`src/rtl/trap_ctrl_pkg.sv`:
```
// trap_ctrl_pkg
// Shared constants for the machine-mode trap controller: interrupt cause
// codes, the CSR indices for mepc/mcause, mtvec mode encodings, the FSM
// state type, and a helper that computes the trap vector target.
// No ports. Import with: import trap_ctrl_pkg::*;

package trap_ctrl_pkg;

    // Machine-level interrupt cause codes, which are also the mie/mip bit positions.
    localparam logic [3:0] CAUSE_MEI = 4'd11;
    localparam logic [3:0] CAUSE_MSI = 4'd3;
    localparam logic [3:0] CAUSE_MTI = 4'd7;

    // CSR addresses that software may write through csr_wen.
    localparam logic [11:0] CSR_MEPC   = 12'h341;
    localparam logic [11:0] CSR_MCAUSE = 12'h342;

    // mtvec mode field. Only VECTORED changes the target. Every other
    // encoding, including the reserved ones, behaves as direct mode.
    localparam logic [1:0] MTVEC_DIRECT   = 2'b00;
    localparam logic [1:0] MTVEC_VECTORED = 2'b01;

    typedef enum logic [1:0] {
        ST_IDLE = 2'd0,
        ST_TAKE = 2'd1,
        ST_RET  = 2'd2,
        ST_WAIT = 2'd3
    } trap_state_t;

    // The trap target is the aligned mtvec base. Vectored mode adds code*4
    // for interrupts only. The 32-bit sum wraps around naturally.
    function automatic logic [31:0] trap_target(input logic [31:0] mtvec,
                                                input logic        is_irq,
                                                input logic [3:0]  code);
        logic [31:0] base;
        base = {mtvec[31:2], 2'b00};
        if (is_irq && (mtvec[1:0] == MTVEC_VECTORED))
            trap_target = base + {26'b0, code, 2'b00};
        else
            trap_target = base;
    endfunction

endpackage

```
`src/rtl/trap_ctrl_irq_prio.sv`:
```
// irq_prio
// Fixed-priority encoder for the three machine interrupt sources.
// Priority order: MEI > MSI > MTI.
// Ports:
//   req   in  3 : candidate requests, [2]=MEI, [1]=MSI, [0]=MTI
//   valid out 1 : at least one request is active
//   code  out 4 : cause code of the winning request (0 when none)

module irq_prio
    import trap_ctrl_pkg::*;
(
    input  logic [2:0] req,
    output logic       valid,
    output logic [3:0] code
);

    // The highest-priority active request wins.
    always_comb begin
        valid = 1'b1;
        code  = 4'd0;
        if (req[2])
            code = CAUSE_MEI;
        else if (req[1])
            code = CAUSE_MSI;
        else if (req[0])
            code = CAUSE_MTI;
        else
            valid = 1'b0;
    end

endmodule

```
`src/rtl/trap_ctrl.sv`:
```
// trap_ctrl
// Machine-mode trap and mret sequencer. In IDLE it chooses one event: an
// exception first, then an interrupt, then mret. It captures mepc/mcause,
// pulses the CSR file, and asks the pipeline to flush and redirect until
// the pipeline acknowledges.
// Ports:
//   clk, rst_n                  : clock, async active-low reset
//   mstatus_mie, mie_r, mip_r   : interrupt enable/pending state (bits 11/7/3)
//   mtvec_r                     : trap vector base and mode
//   commit_valid, commit_pc     : retiring instruction and next PC
//   exc_valid, exc_code, exc_pc : synchronous exception at commit
//   mret_valid                  : mret retires
//   flush_ack                   : pipeline has flushed and redirected
//   trap_ena, mret_ena          : one-cycle pulses to the CSR file
//   flush_req, flush_pc         : flush/redirect request and target
//   mepc_r, mcause_r            : mepc/mcause CSR values
//   csr_wen, csr_idx, csr_wdat  : software writes to mepc/mcause

module trap_ctrl
    import trap_ctrl_pkg::*;
(
    input  logic        clk,
    input  logic        rst_n,
    input  logic        mstatus_mie,
    input  logic [31:0] mie_r,
    input  logic [31:0] mip_r,
    input  logic [31:0] mtvec_r,
    input  logic        commit_valid,
    input  logic [31:0] commit_pc,
    input  logic        exc_valid,
    input  logic [3:0]  exc_code,
    input  logic [31:0] exc_pc,
    input  logic        mret_valid,
    input  logic        flush_ack,
    output logic        trap_ena,
    output logic        mret_ena,
    output logic        flush_req,
    output logic [31:0] flush_pc,
    output logic [31:0] mepc_r,
    output logic [31:0] mcause_r,
    input  logic        csr_wen,
    input  logic [11:0] csr_idx,
    input  logic [31:0] csr_wdat
);

    trap_state_t state;
    logic [31:0] tgt_pc;
    logic [2:0]  irq_req;
    logic        irq_valid;
    logic [3:0]  irq_code;

    // Only bits 11, 7 and 3 of mie/mip take part in interrupt selection.
    // Signals whose names contain "unused" are not reported as unused by lint.
    logic unused_bits;
    assign unused_bits = ^{mie_r[31:12], mie_r[10:8], mie_r[6:4], mie_r[2:0],
                           mip_r[31:12], mip_r[10:8], mip_r[6:4], mip_r[2:0]};

    // An interrupt is a candidate only when it is enabled globally and per
    // source, and only at an instruction boundary.
    always_comb begin
        irq_req[2] = mstatus_mie & mie_r[11] & mip_r[11] & commit_valid;
        irq_req[1] = mstatus_mie & mie_r[3]  & mip_r[3]  & commit_valid;
        irq_req[0] = mstatus_mie & mie_r[7]  & mip_r[7]  & commit_valid;
    end

    irq_prio u_irq_prio (
        .req   (irq_req),
        .valid (irq_valid),
        .code  (irq_code)
    );

    // Main sequencer. Events are examined only in IDLE, so anything that
    // arrives during TAKE, RET or WAIT is dropped. The redirect target goes
    // into tgt_pc on entry and stays fixed until WAIT exits. That keeps
    // flush_pc stable even if mtvec or mepc change while the flush is pending.
    // Software CSR writes are accepted only in IDLE when no trap is captured
    // in the same cycle, so a trap capture always takes precedence.
    always_ff @(posedge clk or negedge rst_n) begin
        if (!rst_n) begin
            state     <= ST_IDLE;
            trap_ena  <= 1'b0;
            mret_ena  <= 1'b0;
            flush_req <= 1'b0;
            tgt_pc    <= 32'h0;
            mepc_r    <= 32'h0;
            mcause_r  <= 32'h0;
        end else begin
            case (state)
                ST_IDLE: begin
                    if (exc_valid) begin
                        state     <= ST_TAKE;
                        trap_ena  <= 1'b1;
                        flush_req <= 1'b1;
                        mepc_r    <= {exc_pc[31:2], 2'b00};
                        mcause_r  <= {28'b0, exc_code};
                        tgt_pc    <= trap_target(mtvec_r, 1'b0, exc_code);
                    end else if (irq_valid) begin
                        state     <= ST_TAKE;
                        trap_ena  <= 1'b1;
                        flush_req <= 1'b1;
                        mepc_r    <= {commit_pc[31:2], 2'b00};
                        mcause_r  <= {1'b1, 27'b0, irq_code};
                        tgt_pc    <= trap_target(mtvec_r, 1'b1, irq_code);
                    end else begin
                        if (mret_valid) begin
                            state     <= ST_RET;
                            mret_ena  <= 1'b1;
                            flush_req <= 1'b1;
                            tgt_pc    <= mepc_r;
                        end
                        if (csr_wen && (csr_idx == CSR_MEPC))
                            mepc_r <= {csr_wdat[31:2], 2'b00};
                        if (csr_wen && (csr_idx == CSR_MCAUSE))
                            mcause_r <= csr_wdat;
                    end
                end
                ST_TAKE: begin
                    state    <= ST_WAIT;
                    trap_ena <= 1'b0;
                end
                ST_RET: begin
                    state    <= ST_WAIT;
                    mret_ena <= 1'b0;
                end
                ST_WAIT: begin
                    if (flush_ack) begin
                        state     <= ST_IDLE;
                        flush_req <= 1'b0;
                    end
                end
                default: begin
                    state     <= ST_IDLE;
                    trap_ena  <= 1'b0;
                    mret_ena  <= 1'b0;
                    flush_req <= 1'b0;
                end
            endcase
        end
    end

    // Outside IDLE the redirect target comes from the captured register.
    // In IDLE the output is held at zero.
    assign flush_pc = (state == ST_IDLE) ? 32'h0 : tgt_pc;

endmodule

```
`config.mk`:
```
export PLATFORM = sky130hd
export DESIGN_NAME = trap_ctrl
export DESIGN_NICKNAME = d
export VERILOG_FILES = /design/src/rtl/trap_ctrl_pkg.sv /design/src/rtl/trap_ctrl_irq_prio.sv /design/src/rtl/trap_ctrl.sv
export SDC_FILE = /design/constraint.sdc
export NUM_CORES = 1
export LEC_CHECK = 0
export CORE_ASPECT_RATIO = 0.9
export CORE_UTILIZATION = 41
export DETAILED_ROUTE_END_ITERATION = 10
export PLACE_DENSITY = 0.88
export SETUP_SLACK_MARGIN = 0.5
export SLEW_MARGIN = 25
export SYNTH_ARGS = -nofsm -noshare
export SYNTH_HDL_FRONTEND = slang
export SYNTH_HIERARCHICAL = 1
export SYNTH_SLANG_ARGS = --single-unit
```
`constraint.sdc`:
```
create_clock -name clk -period 2.5 [get_ports clk]
set_clock_uncertainty 0.2 [all_clocks]
set_input_delay 0.5 -clock clk [delete_from_list [all_inputs] [get_ports clk]]
set_output_delay 0.5 -clock clk [all_outputs]
set_load 0.01 [all_outputs]
```
==> run metrics <==
post-synthesis compound-gate area fraction=23.1%; WL final=33200 um; Worst Setup SP=mstatus_mie; Worst Tran Pin Value=0.781 ns; critical path class=in2reg; die area=15300 sq um; crit end category=flip-flop; nets=1311; CTS tree=built; Global Route Usage Sum=38.7%; Final Setup Violations=97; Hold WS=-0.00924 ns; layout cells sized above 1=39.8%; Sink Count=just under 100; Req. time, crit path=between 2 and 3 ns; Core Util, Final=85.3%; Reg2Reg Setup Slack=-0.06 ns; RR Endpoint=tgt_pc[31]; RSZ-0062 raised after global routing=true; Initial Util=42.7%; Die Span X=130 um; Worst VDD drop=around 0.59 mV; Clk pin slew, worst setup/hold paths=about 0.070 ns; Synth Area in Adders=1.97%; final period utilization=118%; row count=41; routability cong.=0.960; placed cell area=9440 sq um; vias in the first global route=7991; first-pass GRT wire length=44500 um; Post-Syn Area=6090 sq um; fraction of synthesized area in multiplexers=5.47%; run status=finished, violations left; Design Area, Final=12200 sq um; slew margin rel.=between 40% and 50%; worst hold path class=in2async; Max Clk Rate=about 340 MHz; Post-Synth Simple-Gate Area=21.4%; GRT overflow=0; CORE AREA=14300 sq um; drt wl/cell=25.8 um; Clock Latency Late Sink=0.37 ns; largest net degree at the start of global routing=a little under 100; antenna violations before repair=3; Avg Cell Area, Syn=roughly 8.8 sq um; area added between synthesis and finish=99.9%; min Tclk post-route=2.95 ns; drt first pass iters=6; crit-path max FO=5; predominant post-synthesis flop cell=dfrtp_1; post-synthesis xor/xnor area fraction=under 10%; # port buffers=248; Synth Register Bits=97; Netlist cell types=68; Seq/Total Area, Yosys=39.9%; Pwr Total=approximately 11 mW; synth warn=6; failing checks=negative hold slack, negative setup slack; # DRC=0; H-tree levels=3; static leakage=5.72 nW; EDFF count, synth=0; largest family of logic cells by synthesized area=compound AO/OA/AOI/OAI gates; Clock Path Buffers=2; cts bufs inserted=9; final hold viol count=13; Worst Setup EP=tgt_pc[7]; root buf cell=clkbuf_16; post-route ant nets=0; CP arrival=roughly 3.0 ns; P per Cell Area=931 nW/um^2; MaxCap Viol Count=0; Post-Synthesis Cells=690; Post-DP HPWL=roughly 17000 um; Die Height=~120 um; via count=8095; vias per cell=6.29; I/O pins=between 300 and 400; Crit Reg-Reg Startpoint=state[0]; cells on worst reg2reg path=8; Critical Path Start Type=primary input; asr flop ratio synth=100%; hold buffers post-CTS=0; Slew Limit Fails=0; final setup margin=-0.452 ns; DRT iter0 DRCs=1118
-- layer usage --
layer	global-route usage, %	part of all wire [%]	vias to the layer above
met5	0	0.036	-
met4	22.8	7.1	2
met3	11.5	12	243
met2	62.3	46	736
met1	45.1	35	3790
li1	-	-	3324
-- report_power, final --
part           total, mW  switching (mW)  internal (mW)  leakage (nW)
Clock               1.43           0.732          0.698         0.140
Sequential          2.76           0.626           2.13          1.21
Combinational       7.14            3.28           3.86          4.37
Total               11.3            4.63           6.69          5.72
-- cell usage after synthesis (7+ instances only) --
master	number	area share [%]
and3_1	9	0.93
nor2_1	68	4.2
nor2b_1	34	3.5
a21oi_1	58	4.8
o21ai_0	44	3.6
buf_4	8	0.99
a221oi_1	14	2.0
mux2i_1	31	5.1
o221ai_1	9	1.3
o21ai_1	12	0.99
nor4_1	7	0.72
a22o_1	28	4.0
dfrtp_1	97	40
inv_1	13	0.80
xnor2_1	9	1.3
nand2_1	60	3.7
nand4_1	14	1.4
ha_1	8	1.6
o22ai_1	15	1.5
nor3_1	10	0.82
nand3_1	9	0.74
buf_6	7	1.3
clkbuf_1	28	1.7
buf_2	12	0.99
and2_1	7	0.72
-- worst min path at each step --
stage	from	end	slack [ns]	cells past startpoint
floorplan	rst_n	flush_req	0.004	0
global placement	mcause_r[1]	mcause_r[1]	0.27	2
detailed placement	tgt_pc[18]	tgt_pc[18]	0.28	2
CTS	rst_n	tgt_pc[12]	0.02	2
global route	rst_n	tgt_pc[7]	0.04	2
finish	rst_n	tgt_pc[9]	-0.009	2
-- kinds of logic (layout without fill, tap and decap cells) --
kind of cell / Yosys count / after routing
AOI/OAI and AO/OA: 215 / 215
xor gates and xnor gates: 13 / 13
adders and majority gates: 9 / 9
muxes: 33 / 33
other: 1 / 6
DFF: 97 / 97
and+or+nand+nor: 248 / 248
buffers and inverters: 74 / 472
-- critical path, cell delays in order --
cell and delay [ns]:
buf_6 0.09, and2_4 0.15, and3_4 0.18, or3_4 0.39, ha_4 0.18, buf_4 0.13
buf_6 0.11, a211oi_4 0.29, buf_4 0.17, o21ba_4 0.20, buf_6 0.12, nor2_2 0.04
mux2i_1 0.24, a31oi_1 0.18
-- registers in the layout, summed over array words and instances (netlist names) --
signal and cells:
trap_ena 1, tgt_pc 30, state 2, flush_req 1
mepc_r 30, mcause_r 32, mret_ena 1
-- layout by cell type, fill, tap and decap left out, types with 9 or more instances in the layout --
cell and count:
a21oi_1 51, a221oi_1 9, a22o_1 28, buf_12 19, buf_16 18, buf_4 105, buf_6 77, clkbuf_16 9
clkdlybuf4s50_1 151, dfrtp_1 82, dfrtp_2 15, dlygate4sd2_1 32, dlymetal6s2s_1 29, inv_1 11, mux2i_1 31, nand2_1 26
nand2_2 12, nand2_4 21, nand4_1 14, nor2_1 61, nor2b_4 27, o21ai_1 19, o21ai_2 30, o22ai_1 12
xnor2_1 9
-- stage by stage --
stage	instances	setup TNS [ns]	setup slack [ns]
floorplan	693	-11.21	-0.595
global placement	1163	-65.01	-0.995
detailed placement	1163	-67.77	-1.07
CTS	1266	-11.95	-0.280
global route	1285	-24.96	-0.720
finish	1286	-19.65	-0.452
-- layout make-up --
type	count	area, sq um
timing repair buffer	442	4810
multi-input combinational	522	4320
sequential	97	2450
fill	654	2100
tap	193	241
clock buffer	9	225
clock inverter	7	61.3
inverter	14	52.6
antenna	2	5.00
-- what timing repair did --
item	in CTS	in global routing
pin swaps	72	90
cloned	18	0
setup buffers	69	18
gates resized for setup	364	183
endpoints found under the setup margin	158	155
Note: power is estimated with default switching activity, not from simulation.
